$ cat config.mk
export PLATFORM = sky130hd
export DESIGN_NAME = pol_rd_sched
export DESIGN_NICKNAME = d
export VERILOG_FILES = /design/src/rtl/pol_rd_sched.sv
export SDC_FILE = /design/constraint.sdc
export NUM_CORES = 1
export LEC_CHECK = 0
export ABC_CLOCK_PERIOD_IN_PS = 4920
export CORE_AREA = 3 3 436 438
export CTS_BUF_LIST = sky130_fd_sc_hd__clkbuf_16
export CTS_CLUSTER_DIAMETER = 50
export DETAILED_ROUTE_END_ITERATION = 8
export DIE_AREA = 0 0 439 441
export PLACE_DENSITY = 0.3
export SETUP_SLACK_MARGIN = 0.05
export SKIP_CTS_REPAIR_TIMING = 1
export SLEW_MARGIN = 10
export SYNTH_ARGS = -nofsm -noshare
export SYNTH_HDL_FRONTEND = slang
export SYNTH_SLANG_ARGS = --single-unit
$ cat constraint.sdc
create_clock -name clk -period 4.92 [get_ports clk]
set_clock_uncertainty 0.15 [all_clocks]
set_input_delay 0.492 -clock clk [delete_from_list [all_inputs] [get_ports clk]]
set_output_delay 0.492 -clock clk [all_outputs]
set_load 0.02 [all_outputs]
$ cat src/rtl/pol_rd_sched.sv
// Round-robin scheduler sharing the GLB activation-read port among pooling cores.
// Tracks the issuing core of each in-flight read in a tag FIFO to steer returns.
module pol_rd_sched #(
  parameter int POOL_CORE      = 6,
  parameter int POOL_COMP_CORE = 64,
  parameter int IDX_WIDTH      = 10,
  parameter int ACT_WIDTH      = 8,
  parameter int MAX_OUTS       = 2,
  parameter int TAG_DEPTH      = 4
) (
  input  logic                                clk,
  input  logic                                rst,
  input  logic [POOL_CORE-1:0]                POLSCH_AddrVld,
  input  logic [IDX_WIDTH*POOL_CORE-1:0]      POLSCH_Addr,
  output logic [POOL_CORE-1:0]                SCHPOL_AddrRdy,
  output logic                                SCHGLB_AddrVld,
  output logic [IDX_WIDTH-1:0]                SCHGLB_Addr,
  input  logic                                GLBSCH_AddrRdy,
  input  logic [ACT_WIDTH*POOL_COMP_CORE-1:0] GLBSCH_Ofm,
  input  logic                                GLBSCH_OfmVld,
  output logic                                SCHGLB_OfmRdy,
  output logic [ACT_WIDTH*POOL_COMP_CORE-1:0] SCHPOL_Ofm,
  output logic [POOL_CORE-1:0]                SCHPOL_OfmVld,
  input  logic [POOL_CORE-1:0]                POLSCH_OfmRdy,
  output logic                                SCHPOL_Idle
);

  localparam int PORT_W = (POOL_CORE > 1) ? $clog2(POOL_CORE) : 1;
  localparam int CRD_W  = $clog2(MAX_OUTS + 1);
  localparam int INF_W  = $clog2(TAG_DEPTH + 1);
  localparam int TPTR_W = (TAG_DEPTH > 1) ? $clog2(TAG_DEPTH) : 1;

  logic                 slot_vld_q, slot_vld_d;
  logic [PORT_W-1:0]    slot_port_q, slot_port_d;
  logic [IDX_WIDTH-1:0] slot_addr_q, slot_addr_d;
  logic [CRD_W-1:0]     credit_q [POOL_CORE];
  logic [CRD_W-1:0]     credit_d [POOL_CORE];
  logic [INF_W-1:0]     inflight_q, inflight_d;
  logic [PORT_W-1:0]    rr_ptr_q, rr_ptr_d;
  logic [PORT_W-1:0]    tag_mem_q [TAG_DEPTH];
  logic [TPTR_W-1:0]    wr_ptr_q, wr_ptr_d;
  logic [TPTR_W-1:0]    rd_ptr_q, rd_ptr_d;
  logic [INF_W-1:0]     tag_cnt_q, tag_cnt_d;

  logic                 slot_free;
  logic [POOL_CORE-1:0] elig;
  logic [POOL_CORE-1:0] grant_oh;
  logic                 grant_vld;
  logic [PORT_W-1:0]    grant_idx;
  logic                 push;
  logic                 pop;
  logic                 tag_empty;
  logic [PORT_W-1:0]    head;
  logic [POOL_CORE-1:0] ofm_vld_oh;

  function automatic logic [TPTR_W-1:0] ptr_inc(input logic [TPTR_W-1:0] p);
    if (p == TPTR_W'(TAG_DEPTH - 1)) return '0;
    return p + 1'b1;
  endfunction

  assign slot_free = !slot_vld_q || GLBSCH_AddrRdy;
  assign push      = slot_vld_q && GLBSCH_AddrRdy;
  assign tag_empty = (tag_cnt_q == '0);
  assign head      = tag_mem_q[rd_ptr_q];
  assign pop       = GLBSCH_OfmVld && !tag_empty && POLSCH_OfmRdy[head];

  // Round-robin arbitration: first eligible core after the last winner
  always_comb begin
    int idx;
    idx       = 0;
    elig      = '0;
    grant_oh  = '0;
    grant_vld = 1'b0;
    grant_idx = '0;
    for (int i = 0; i < POOL_CORE; i++) begin
      elig[i] = POLSCH_AddrVld[i] && (credit_q[i] < CRD_W'(MAX_OUTS)) &&
                (inflight_q < INF_W'(TAG_DEPTH)) && slot_free;
    end
    for (int k = 1; k <= POOL_CORE; k++) begin
      idx = int'(rr_ptr_q) + k;
      if (idx >= POOL_CORE) idx = idx - POOL_CORE;
      if (!grant_vld && elig[idx]) begin
        grant_vld     = 1'b1;
        grant_idx     = PORT_W'(idx);
        grant_oh[idx] = 1'b1;
      end
    end
  end

  always_comb begin
    slot_vld_d  = slot_vld_q;
    slot_port_d = slot_port_q;
    slot_addr_d = slot_addr_q;
    rr_ptr_d    = rr_ptr_q;
    inflight_d  = inflight_q;
    wr_ptr_d    = wr_ptr_q;
    rd_ptr_d    = rd_ptr_q;
    tag_cnt_d   = tag_cnt_q;
    for (int i = 0; i < POOL_CORE; i++) credit_d[i] = credit_q[i];

    if (push) slot_vld_d = 1'b0;
    if (grant_vld) begin
      slot_vld_d  = 1'b1;
      slot_port_d = grant_idx;
      slot_addr_d = POLSCH_Addr[int'(grant_idx)*IDX_WIDTH +: IDX_WIDTH];
      rr_ptr_d    = grant_idx;
    end

    if (grant_vld && !pop)      inflight_d = inflight_q + 1'b1;
    else if (pop && !grant_vld) inflight_d = inflight_q - 1'b1;

    // A grant and a return on the same core cancel out
    for (int i = 0; i < POOL_CORE; i++) begin
      if (grant_vld && grant_idx == PORT_W'(i) && !(pop && head == PORT_W'(i)))
        credit_d[i] = credit_q[i] + 1'b1;
      else if (pop && head == PORT_W'(i) && !(grant_vld && grant_idx == PORT_W'(i)))
        credit_d[i] = credit_q[i] - 1'b1;
    end

    if (push) wr_ptr_d = ptr_inc(wr_ptr_q);
    if (pop)  rd_ptr_d = ptr_inc(rd_ptr_q);
    if (push && !pop)      tag_cnt_d = tag_cnt_q + 1'b1;
    else if (pop && !push) tag_cnt_d = tag_cnt_q - 1'b1;
  end

  // Issue slot and tracking state
  always_ff @(posedge clk) begin
    if (rst) begin
      slot_vld_q <= 1'b0;
      inflight_q <= '0;
      rr_ptr_q   <= PORT_W'(POOL_CORE - 1);
      wr_ptr_q   <= '0;
      rd_ptr_q   <= '0;
      tag_cnt_q  <= '0;
      for (int i = 0; i < POOL_CORE; i++) credit_q[i] <= '0;
    end else begin
      slot_vld_q <= slot_vld_d;
      inflight_q <= inflight_d;
      rr_ptr_q   <= rr_ptr_d;
      wr_ptr_q   <= wr_ptr_d;
      rd_ptr_q   <= rd_ptr_d;
      tag_cnt_q  <= tag_cnt_d;
      for (int i = 0; i < POOL_CORE; i++) credit_q[i] <= credit_d[i];
    end
  end

  always_ff @(posedge clk) begin
    slot_port_q <= slot_port_d;
    slot_addr_q <= slot_addr_d;
    if (push) tag_mem_q[wr_ptr_q] <= slot_port_q;
  end

  // Zero-latency return steering; every output is held low during reset
  always_comb begin
    ofm_vld_oh = '0;
    if (GLBSCH_OfmVld && !tag_empty && !rst) ofm_vld_oh[head] = 1'b1;
  end

  assign SCHPOL_AddrRdy = rst ? '0 : grant_oh;
  assign SCHGLB_AddrVld = !rst && slot_vld_q;
  assign SCHGLB_Addr    = rst ? '0 : slot_addr_q;
  assign SCHGLB_OfmRdy  = !rst && !tag_empty && POLSCH_OfmRdy[head];
  assign SCHPOL_Ofm     = rst ? '0 : GLBSCH_Ofm;
  assign SCHPOL_OfmVld  = ofm_vld_oh;
  assign SCHPOL_Idle    = !rst && (inflight_q == '0);

endmodule

==> impl_metrics.toml <==
[setup_path]
worstSetupStartpointType = "flop"
cp_cell_sequence = "buf_4, ha_1, xor2_2, inv_1, ha_1, nand2_1, nor3_1, o211ai_1, a21oi_4, or3_4, nor4b_2, o21a_4, nor2_8, buf_4, mux2i_1, o211ai_2"
crit_path_max_incr_delay_ps = 660
critical-path-top-delay-family = "compound AO/OA/AOI/OAI gates"
critical_path_class = "reg -> reg"
worstPathMaxFanout = 10
endpoint_kind = "flop"
timing.critical_path.slowest_stage_cell = "sky130_fd_sc_hd__mux2i_1"
worst_path_arrival_ps = 4720
worstPathBufferInverterCount = 3
critPathLaunch = "rr_ptr_q[1]$_SDFFE_PP0P_"
worst_r2r_startpoint = "rr_ptr_q[1]$_SDFFE_PP0P_"
cp_data_required_time_ps = 4890

[synthesis]
netlist_top_cells_area = "sky130_fd_sc_hd__nor2b_1 41%, sky130_fd_sc_hd__edfxtp_1 9.2%, sky130_fd_sc_hd__dfxtp_1 6.9%, sky130_fd_sc_hd__ha_1 4.6%, sky130_fd_sc_hd__clkbuf_1 2.9%"
synthDistinctLibCells = 91
synth_fp_nets = 1708
synthesis.yosys.warnings = 0
postSynth.topFlopCell = "sky130_fd_sc_hd__dfxtp_1"
count_of_flip_flops_with_a_built_in_enable_after_synthesis = 25
post_synth_instance_area_sq_mm = 0.00818
syn_area_per_cell_sq_um = 7.52
syn-instance-count = 1088
netlist.area_leader.share_pct = 40.6
yosysSeqAreaShare_pct = 16.0
yosys.area.top_type = "sky130_fd_sc_hd__nor2b_1"
ys_async_sr_fraction_pct = 0
postSynthRegisterBits = 53

[clock_tree]
h-tree-depth = 2
clkSlewWorstSetupHoldPaths_ps = 110
cts_tree = "yes"
clock_latency_on_the_worst_skew_pair_ps = 370
master_cell_of_the_clock_root_buffer = "sky130_fd_sc_hd__clkbuf_16"
clock_path_buffers = 2
cts_made_buffers = 5
clock_sink_count = 53

[floorplan]
boundaryPins = 1125
dieArea_sq_mm = 0.194
die_x_um = 439
initial_core_util_pct = 4.37
die_height_um = 441
floorplan.core_area_sq_mm = 0.187
num_rows = 159

[power_and_ir_drop]
total_leakage_power_nw = 7.71
cellPowerDensity_mw_per_mm2 = 473
ir_worst_vdd_mv = 0.620

[worst_hold_path]
hold_start = "tag_cnt_q[2]$_SDFFE_PP0P_"
hp-class = "reg -> reg"

[sta]
worst-slew-pin-transition_ps = 879
setup_viol = 0
fmaxAchievable_ghz = 0.210
final_total_negative_setup_slack_ps = 0
period_share_pct = 96.6
timing.final.crit_period_ps = 4750
setup_ws_ps = 169
grt_setup_unrepaired = "no"
hold_ws_ps = 358
maxSlewViolCount = 0
maxSlewHeadroom_pct = 41.2
hold_viol_final = 0

[finish]
final_net_count = 2838
sequential_standard_cell_area_sq_mm = 0.00131
syn2layout_area_growth_pct = 186
layout.core_utilization_pct = 12.5
number_of_fillers_in_the_final_layout = 21500
multi_input_comb_area_sq_mm = 0.00656
most-common-layout-cells = "1117 x sky130_fd_sc_hd__clkdlybuf4s50_1, 531 x sky130_fd_sc_hd__nor2b_1, 67 x sky130_fd_sc_hd__buf_4"
fin_area_sq_mm = 0.0234
drive_gt1_share_pct = 7.98
final_common_cell = "sky130_fd_sc_hd__clkdlybuf4s50_1"

[placed_design]
gp_routability_congestion = 0.897
preCtsSetupSlack_ps = -345
postPlaceCellArea_sq_mm = 0.0230
place_hpwl_um = 187000
io_buffer_count = 1124

[grt]
first_global_vias = 13300
grt_start_max_net_pins = 97
grt_remaining_overflow = 0
antenna_found_initial = 228
gr-usage-all-layers_pct = 19.5
first_pass_grt_wire_length_um = 226000

[routing]
post_dr_wirelength_cell_um = 41.7
number_of_remaining_drc_errors = 0
drt_pre_antenna_iters = 5
ant_nets = 0
postRouteWirelength_um = 198000
vias_per_cell = 2.87
number_of_drc_markers_in_iteration_0 = 734
via_count = 13600

[flow_run]
max_cap_violations = 0

[outcome]
result_of_the_run = "finished clean"
registers in the layout, summed over array words and instances, names as in the netlist, 3 cells and up, named ones only:
name / count
rr_ptr_q: 3
tag_cnt_q: 3
tag_mem_q: 12
inflight_q: 3
slot_addr_q: 10
slot_port_q: 3
credit_q: 12
stage by stage:
step | power [W] | cells
floorplan | 0.00558 | 1088
global placement | 0.0105 | 4704
detailed placement | 0.0104 | 4704
CTS | 0.0110 | 4712
global route | 0.0118 | 4723
finish | 0.0111 | 4747
power breakdown:
group | internal (W) | total, W | switching [W]
Sequential | 0.000780 | 0.000887 | 0.000107
Combinational | 0.00398 | 0.00971 | 0.00573
Clock | 0.000198 | 0.000462 | 0.000264
Total | 0.00496 | 0.0111 | 0.00610
layer usage:
layer | vias up | part of all wire [%] | global-route usage (%)
li1 | 5883 | - | -
met1 | 6390 | 32 | 18.2
met2 | 900 | 55 | 38.8
met3 | 387 | 9.8 | 8.42
met4 | 46 | 3.3 | 4.36
met5 | - | 0.14 | 0
worst reg2reg max path: stages (launching register included):
cell	delay, ps
sky130_fd_sc_hd__dfxtp_1	340
sky130_fd_sc_hd__buf_4	230
sky130_fd_sc_hd__ha_1	250
sky130_fd_sc_hd__xor2_2	190
sky130_fd_sc_hd__inv_1	60
sky130_fd_sc_hd__ha_1	340
sky130_fd_sc_hd__nand2_1	90
sky130_fd_sc_hd__nor3_1	40
sky130_fd_sc_hd__o211ai_1	420
sky130_fd_sc_hd__a21oi_4	170
sky130_fd_sc_hd__or3_4	460
sky130_fd_sc_hd__nor4b_2	200
sky130_fd_sc_hd__o21a_4	270
sky130_fd_sc_hd__nor2_8	110
sky130_fd_sc_hd__buf_4	350
sky130_fd_sc_hd__mux2i_1	720
sky130_fd_sc_hd__o211ai_2	120
final timing paths:
path | to | slack, ps | depth (start not counted)
max | slot_addr_q[6]$_DFFE_PP_ | 170 | 16
min | tag_cnt_q[2]$_SDFFE_PP0P_ | 360 | 2
max reg2reg | slot_addr_q[6]$_DFFE_PP_ | 170 | 16
min reg2reg | tag_cnt_q[2]$_SDFFE_PP0P_ | 360 | 2
cells by family (layout without fill, tap and decap cells):
logic type | after synthesis | after routing | synth area share [%]
xor gates and xnor gates | 22 | 22 | 3.00
adders and majority gates | 32 | 32 | 5.08
other | 0 | 33 | 0
DFF | 53 | 53 | 16.0
buffers and inverters | 106 | 1237 | 5.55
muxes | 20 | 20 | 3.06
and+or+nand+nor | 711 | 711 | 52.7
AOI/OAI and AO/OA | 144 | 144 | 14.6
Yosys cell counts, types with 10 or more instances:
cell                         n
sky130_fd_sc_hd__xor2_1     16
sky130_fd_sc_hd__inv_1      23
sky130_fd_sc_hd__clkbuf_1   64
sky130_fd_sc_hd__nor2b_1   531
sky130_fd_sc_hd__mux2i_1    16
sky130_fd_sc_hd__a21o_1     13
sky130_fd_sc_hd__o21ai_0    29
sky130_fd_sc_hd__ha_1       30
sky130_fd_sc_hd__nand2_1    27
sky130_fd_sc_hd__edfxtp_1   25
sky130_fd_sc_hd__or3_1      10
sky130_fd_sc_hd__o211ai_2   10
sky130_fd_sc_hd__nand3_1    20
sky130_fd_sc_hd__nor3_1     22
sky130_fd_sc_hd__dfxtp_1    28
sky130_fd_sc_hd__a21oi_1    21
sky130_fd_sc_hd__nor2_1     43
cell type report:
class                      instances  share of cell area (%)
antenna                           33                   0.353
clock buffer                       5                   0.535
clock inverter                     3                   0.123
inverter                          26                   0.417
multi-input combinational        929                    28.1
sequential                        53                    5.61
tap                             2495                    13.3
timing repair buffer            1203                    51.6
No activity file was read; power rests on OpenSTA's default activity.
